===== src/rtl/subtractor_pkg.sv =====
// Shared types and sizing helpers for the serial subtractor.
package subtractor_pkg;

  typedef enum logic [1:0] {
    IDLE = 2'd0,
    RUN  = 2'd1,
    DONE = 2'd2
  } state_t;

  // Step counter width: wide enough to hold WIDTH/STEP itself.
  function automatic int unsigned cnt_width(input int unsigned width, input int unsigned step);
    int unsigned w;
    w = $clog2(width / step);
    return w + 1;
  endfunction

endpackage


===== src/rtl/sub_slice.sv =====
// Combinational STEP-bit ripple-borrow subtractor slice.
module sub_slice #(
  parameter int unsigned STEP = 1
) (
  input  logic [STEP-1:0] x,
  input  logic [STEP-1:0] y,
  input  logic            bi,
  output logic [STEP-1:0] d,
  output logic            bo
);

  // Ripple the borrow from LSB to MSB through the slice.
  always_comb begin
    logic w_b;
    d   = '0;
    w_b = bi;
    for (int i = 0; i < int'(STEP); i++) begin
      d[i] = x[i] ^ y[i] ^ w_b;
      w_b  = (~x[i] & y[i]) | (~(x[i] ^ y[i]) & w_b);
    end
    bo = w_b;
  end

endmodule


===== src/rtl/serial_subtractor.sv =====
// Multi-cycle subtractor: out = a - b, STEP bits per clock, LSB first.
module serial_subtractor
  import subtractor_pkg::*;
#(
  parameter int unsigned WIDTH = 16,
  parameter int unsigned STEP  = 1
) (
  input  logic             clk,
  input  logic             rst,
  input  logic             start,
  input  logic [WIDTH-1:0] a,
  input  logic [WIDTH-1:0] b,
  output logic             ready,
  output logic             busy,
  output logic             done,
  output logic [WIDTH-1:0] out,
  output logic             borrow
);

  localparam int unsigned STEPS = WIDTH / STEP;
  localparam int unsigned CW    = cnt_width(WIDTH, STEP);

  // STEP must evenly divide the operand width.
  generate
    if (STEP == 0 || (WIDTH % STEP) != 0) begin : g_bad_step
      $error("serial_subtractor: STEP must divide WIDTH");
    end
  endgenerate

  state_t           r_state;
  state_t           w_next_state;
  logic [WIDTH-1:0] r_a;
  logic [WIDTH-1:0] r_b;
  logic [WIDTH-1:0] r_res;
  logic [WIDTH-1:0] r_out;
  logic [WIDTH-1:0] w_res_next;
  logic [CW-1:0]    r_cnt;
  logic             r_bi;
  logic             r_borrow;
  logic [STEP-1:0]  w_d;
  logic             w_bo;
  logic             w_accept;
  logic             w_last;

  assign w_accept = (r_state == IDLE) && start;
  assign w_last   = (r_state == RUN) && (r_cnt == CW'(STEPS - 1));

  sub_slice #(.STEP(STEP)) u_slice (
    .x  (r_a[STEP-1:0]),
    .y  (r_b[STEP-1:0]),
    .bi (r_bi),
    .d  (w_d),
    .bo (w_bo)
  );

  // New difference bits enter the result register at the MSB end.
  assign w_res_next = (r_res >> STEP) | (WIDTH'(w_d) << (WIDTH - STEP));

  // State register.
  always_ff @(posedge clk or posedge rst) begin
    if (rst) r_state <= IDLE;
    else     r_state <= w_next_state;
  end

  // Next-state logic.
  always_comb begin
    w_next_state = r_state;
    case (r_state)
      IDLE:    if (start)  w_next_state = RUN;
      RUN:     if (w_last) w_next_state = DONE;
      DONE:    w_next_state = IDLE;
      default: w_next_state = IDLE;
    endcase
  end

  // Operand capture, per-step shifting and borrow chaining.
  always_ff @(posedge clk or posedge rst) begin
    if (rst) begin
      r_a   <= '0;
      r_b   <= '0;
      r_res <= '0;
      r_cnt <= '0;
      r_bi  <= 1'b0;
    end else if (w_accept) begin
      r_a   <= a;
      r_b   <= b;
      r_res <= '0;
      r_cnt <= '0;
      r_bi  <= 1'b0;
    end else if (r_state == RUN) begin
      r_a   <= r_a >> STEP;
      r_b   <= r_b >> STEP;
      r_res <= w_res_next;
      r_cnt <= r_cnt + CW'(1);
      r_bi  <= w_bo;
    end
  end

  // Result registers update only on the final step and hold otherwise.
  always_ff @(posedge clk or posedge rst) begin
    if (rst) begin
      r_out    <= '0;
      r_borrow <= 1'b0;
    end else if (w_last) begin
      r_out    <= w_res_next;
      r_borrow <= w_bo;
    end
  end

  assign ready  = (r_state == IDLE);
  assign busy   = (r_state == RUN);
  assign done   = (r_state == DONE);
  assign out    = r_out;
  assign borrow = r_borrow;

endmodule


===== config.mk =====
export PLATFORM = sky130hd
export DESIGN_NAME = serial_subtractor
export DESIGN_NICKNAME = d
export VERILOG_FILES = /design/src/rtl/subtractor_pkg.sv /design/src/rtl/sub_slice.sv /design/src/rtl/serial_subtractor.sv
export SDC_FILE = /design/constraint.sdc
export NUM_CORES = 1
export LEC_CHECK = 0
export ABC_AREA = 0
export BUFFER_PORTS_ARGS = -buffer_cell sky130_fd_sc_hd__buf_2
export CAP_MARGIN = 20
export CELL_PAD_IN_SITES_DETAIL_PLACEMENT = 1
export CELL_PAD_IN_SITES_GLOBAL_PLACEMENT = 2
export CORE_MARGIN = 2
export CORE_UTILIZATION = 31
export DETAILED_ROUTE_END_ITERATION = 8
export GPL_ROUTABILITY_DRIVEN = 0
export PLACE_DENSITY = 0.72
export SYNTH_ARGS = -nofsm -noshare
export SYNTH_HDL_FRONTEND = slang
export SYNTH_SLANG_ARGS = --single-unit

===== constraint.sdc =====
create_clock -name clk -period 2.17 [get_ports clk]
set_input_delay 0.434 -clock clk [delete_from_list [all_inputs] [get_ports clk]]
set_output_delay 0.434 -clock clk [all_outputs]
set_load 0.05 [all_outputs]

== Word-level counts from Yosys, hierarchy flattened ==
Index checks and enable logic that the tools add are counted.

* Bitwise logic cells: 8
* Magnitude comparators: 0
* Reduce and logical (&&, ||, !) cells: 5
* Div/mod/pow operators: 0
* Equality and inequality tests: 5
* Multipliers: 0
* Muxes and demuxes: 13
* Shifts and indexed selects: 0
* Add/subtract/negate cells: 1

{| class="wikitable"
|+ Operators by type and width
! kind !! count
|-
| two-way mux 16 bit || 6
|-
| OR 15 x 16 -> 16 bit || 1
|-
| two-way mux 5 bit || 2
|-
| adder 5 x 1 -> 5 bit, second input constant || 1
|-
| == test 5 x 4 -> 1 bit, second input constant || 1
|-
| two-way mux 2 bit || 2
|-
| case mux 2 bit (2 select lines) || 1
|-
| bitwise AND 1 bit || 2
|-
| == test 2 x 1 -> 1 bit, second input constant || 1
|-
| == test 2 bit, second input constant || 1
|-
| logical AND 1 bit || 2
|-
| logical NOT 2 bit || 1
|-
| two-way mux 1 bit || 2
|-
| != test 2 x 1 -> 1 bit, second input constant || 1
|-
| != test 2 bit, second input constant || 1
|-
| NOT 1 bit || 2
|-
| AND reduction 2 bit || 1
|-
| nonzero test 2 bit || 1
|-
| bitwise XOR 1 bit || 2
|-
| OR 1 bit || 1
|}

* Bits in writable memories: 0
* Input bits: 35
* Output and inout bits: 20
* Memories kept: 0
* Logic and storage cells: 40
* Register bits: 73
* Bits in read-only memories: 0
* Latch bits: 0

== Logic depth before layout (Yosys ltp) ==
* Word-level depth: 6
* Gate-level depth with buffers: 8
* Depth with buffers taken out: 6

== By module ==
From an unflattened synthesis, not the netlist that was laid out.

* Cells, all modules: 282
* Area, all modules: 2,961.6 um^2

{| class="wikitable"
|+ Modules (own cells, without submodules)
! module !! area an instance (um^2) !! times used !! seq. area each (um^2) !! cells an instance
|-
| serial_subtractor || 2,930.3 || 1 || 1,801.7 || 278
|-
| sub_slice || 31.3 || 1 || 0.0 || 4
|}

== Worst setup path before layout ==
Ideal clock, no wire load.

* Kind: register -> register
* Start: register r_cnt[0]
* End: register r_out[3], in the netlist out[3]
* Required time: 2.042 ns
* Arrival time: 1.651 ns
* Library setup time: 0.128 ns
* Stages on the path, launching flop included: 8
* Slack: 0.391 ns
* Period minus slack after synthesis: 1.779 ns
* Path buffers: 2
* Cells stage by stage: dfrtp_1 > ha_1 > and3_1 > ha_1 > nand3b_1 > buf_4 > buf_6 > mux2_1

* Word-level cells in the longest chain between the ends: 2

{| class="wikitable"
|+ Ends and longest elaborated chain
! item !! line !! text
|-
| start, declared || serial_subtractor.sv:37 || <nowiki>logic [CW-1:0] r_cnt;</nowiki>
|-
| start signal, assigned || serial_subtractor.sv:94 || <nowiki>r_cnt <= r_cnt + CW'(1);</nowiki>
|-
| == test 5 x 4 -> 1 bit || serial_subtractor.sv:46 || <nowiki>assign w_last = (r_state == RUN) && (r_cnt == CW'(STEPS - 1));</nowiki>
|-
| logical AND 1 bit || serial_subtractor.sv:46 ||
|-
| end signal, assigned || serial_subtractor.sv:105 || <nowiki>r_out <= w_res_next;</nowiki>
|-
| end, declared || serial_subtractor.sv:35 || <nowiki>logic [WIDTH-1:0] r_out;</nowiki>
|}

No other way between the ends.
A chain may end at the register's enable or synchronous reset.

== Final worst setup path ==
* Start: register r_state[1]
* End: output busy

* Word-level cells in the longest chain between the ends: 1

{| class="wikitable"
|+ Ends and longest elaborated chain
! item !! line !! text
|-
| start, declared || serial_subtractor.sv:30 || <nowiki>state_t r_state;</nowiki>
|-
| start signal, assigned || serial_subtractor.sv:62 || <nowiki>else r_state <= w_next_state;</nowiki>
|-
| == test 2 x 1 -> 1 bit || serial_subtractor.sv:111 || <nowiki>assign busy = (r_state == RUN);</nowiki>
|-
| end, declared || serial_subtractor.sv:14 || <nowiki>output logic busy,</nowiki>
|}

No other way between the ends.

==> results.md <==
- DPL Wire Length: around 4.2 mm
- Final hold viol count: 0
- Cell count after synthesis: 284
- CP required: approximately 1.7 ns
- Die X-Extent: 103 µm
- Hold Path Class: input port to asynchronous set/reset pin
- Setup TNS: 0 ns
- Layout cells sized above 1: between 20% and 30%
- Vias: around 2.2k
- Avg Vias per Cell: between 4 and 5
- Slew @ Worst Pin: approximately 0.39 ns
- Vias in the first global route: 2468
- Mapped Avg Cell Area: 10.6 µm²
- CTS tree: yes
- Antenna-violating nets left: 0
- Global route total overflow: 0
- Initial antenna violation count: 0
- Max IR drop VDD: roughly 0.0004 V
- Seq cells post-synth: 72
- CP arrival: approximately 1.5 ns
- # DRC: 0
- Outcome: finished, final reports clean
- I/O Buffers: between 50 and 60
- Core area: ~0.0096 mm²
- RSZ-0062 raised after global routing: no
- Minimum clock period after layout: roughly 2.0 ns
- Yosys warning count: 0
- CP Launch Type: flop
- Final wirelength: around 6.6 mm
- Final #Nets: around 380
- DRT Pass-1 Iters: 4
- I/O pin total: 55
- Most common cell after layout, fill and taps aside: nand2_1
- Most frequent cells in the layout: nand2_1, dfrtp_1, buf_2, a22oi_1, nand3_1
- PD cells: 1500 mW/mm²
- Core Util, Final: approximately two fifths
- Initial detailed-routing violation count: 47
- Mapped Area: between 0.003 and 0.004 mm²
- Worst Clk Skew: roughly 0.011 ns
- ANT cells: 0
- Seq/Total Area, Yosys: 59.7%
- Synth Net Count: roughly 320
- Clock tree buffer depth: 2
- Tot Pwr: about 5500 µW
- Worst-Skew Late Latency: around 0.34 ns
- Post-cts sizing count: 0
- CTS sink count: just over 70
- Fin crit share: around 90%
- Overall global routing resource usage: between 10% and 20%
- Area occupied by multi-input gates: about 0.0011 mm²
- CP Max Fanout: 17
- Critical path class: flop to output pin
- Die Height: 103 µm
- Finished Layout Cells: 476
- Leak Pwr: just under 0.002 µW
- Yosys cell types: 29
- Cells after DPL: 460
- Endpoints failing setup: 0
- Rows: 36
- # fillers: roughly 1.1k
- Register area: 0.00180 mm²
- Crit. End Element: output pin
- Layout area overhead: 22.2%
- WL/cell: between 10 and 15 µm
- Largest net degree at the start of global routing: 73
- Die Area: approximately 0.011 mm²
- Root Driver: clkbuf_8
- Peak Freq: 510 MHz
- Final Max Tran Viols: 0
- Clock-pin slew on the worst setup and hold paths: 0.08 ns
- CTS Buf Count: 9
- First-pass GRT wire length: about 12 mm
- Post-CTS Setup Bufs: 0
- Total of max-cap violations: 0
- Rel. slew slack: 74.2%
- Starting Density: 31.5%
- CTS Hold Bufs: 0
- H-tree levels: 3
[metal layers]
| metal | part of all wire [%] | up-vias | global-route usage, % |
|---|---|---|---|
| met5 | 0 | - | 0 |
| met4 | 1.6 | 0 | 5.54 |
| met3 | 4.5 | 10 | 3.46 |
| met2 | 47 | 47 | 25.3 |
| met1 | 47 | 1089 | 16.6 |
| li1 | - | 1063 | - |
[critical path: stages (launching register included)]
cell      delay (ns)
dfrtp_1         0.45
nand2b_1        0.20
clkinv_2        0.23
buf_2           0.31
[synth_stat cells (all sizes together)]
cell type / instances / area, µm²
a21oi: 1 / 5.00
a22oi: 29 / 218
a31oi: 1 / 12.5
and3: 1 / 6.26
buf: 15 / 105
clkbuf: 4 / 15.0
dfrtp: 72 / 1800
fa: 1 / 20.0
ha: 2 / 25.0
inv: 6 / 22.5
mux2: 16 / 203
mux2i: 1 / 10.0
nand2: 99 / 372
nand2b: 1 / 6.26
nand3: 20 / 100
nand3b: 1 / 7.51
nand4: 1 / 6.26
nor2: 2 / 7.51
nor2b: 1 / 6.26
nor3b: 1 / 12.5
o21ai: 6 / 30.0
o21ba: 1 / 10.0
o21bai: 1 / 7.51
or3b: 1 / 8.76
[stage by stage]
stage | hold slack, ns | setup WS (ns) | area [µm²]
final | 0.192 | 0.207 | 3690
after global routing | 0.223 | 0.0452 | 3690
after CTS | 0.202 | 0.106 | 3690
after detailed placement | 0.463 | 0.294 | 3430
after global placement | 0.458 | 0.340 | 3430
after floorplan | 0.437 | 0.391 | 3020
[state kept, by name, summed over array words and instances, names as in the netlist]
signal	count
r_state	2
borrow	1
r_res	15
out	16
r_b	16
r_cnt	5
r_a	16
r_bi	1
[logic make-up (layout without fill, tap and decap cells)]
group | after synthesis | count (layout) | synth area share (%)
buffers and inverters | 25 | 84 | 4.73
AOI/OAI and AO/OA | 39 | 39 | 9.37
adders and majority gates | 3 | 3 | 1.49
DFF | 72 | 72 | 59.7
muxes | 17 | 17 | 7.05
and+or+nand+nor | 128 | 128 | 17.7
[layout make-up]
| class | instances | share of cell area [%] |
|---|---|---|
| Clock buffer | 11 | 4.10 |
| Clock inverter | 5 | 2.78 |
| Inverter | 6 | 0.746 |
| Multi-Input combinational cell | 187 | 29.4 |
| Sequential cell | 72 | 48.8 |
| Tap cell | 133 | 4.51 |
| Timing Repair Buffer | 62 | 9.63 |
[power by group]
part           leakage, µW  internal (µW)  total, µW  switching, µW
Clock             0.000126            825       1330            501
Sequential        0.000929           1890       2230            337
Combinational     0.000891            670       1970           1300
[worst paths after layout]
kind | start | slack (ns) | to | cells past startpoint
min in group clk | b[15] | 0.31 | r_b[15] | 3
hold reg to reg | r_b[0] | 0.48 | r_b[0] | 2
setup / recovery | r_state[1] | 0.21 | busy | 3
hold / removal | rst | 0.19 | r_a[13] | 3
setup reg to reg | r_cnt[0] | 0.29 | out[14] | 6
max in group asynchronous | rst | 1.68 | r_b[11] | 3
Power figures use the tool's default switching activity.
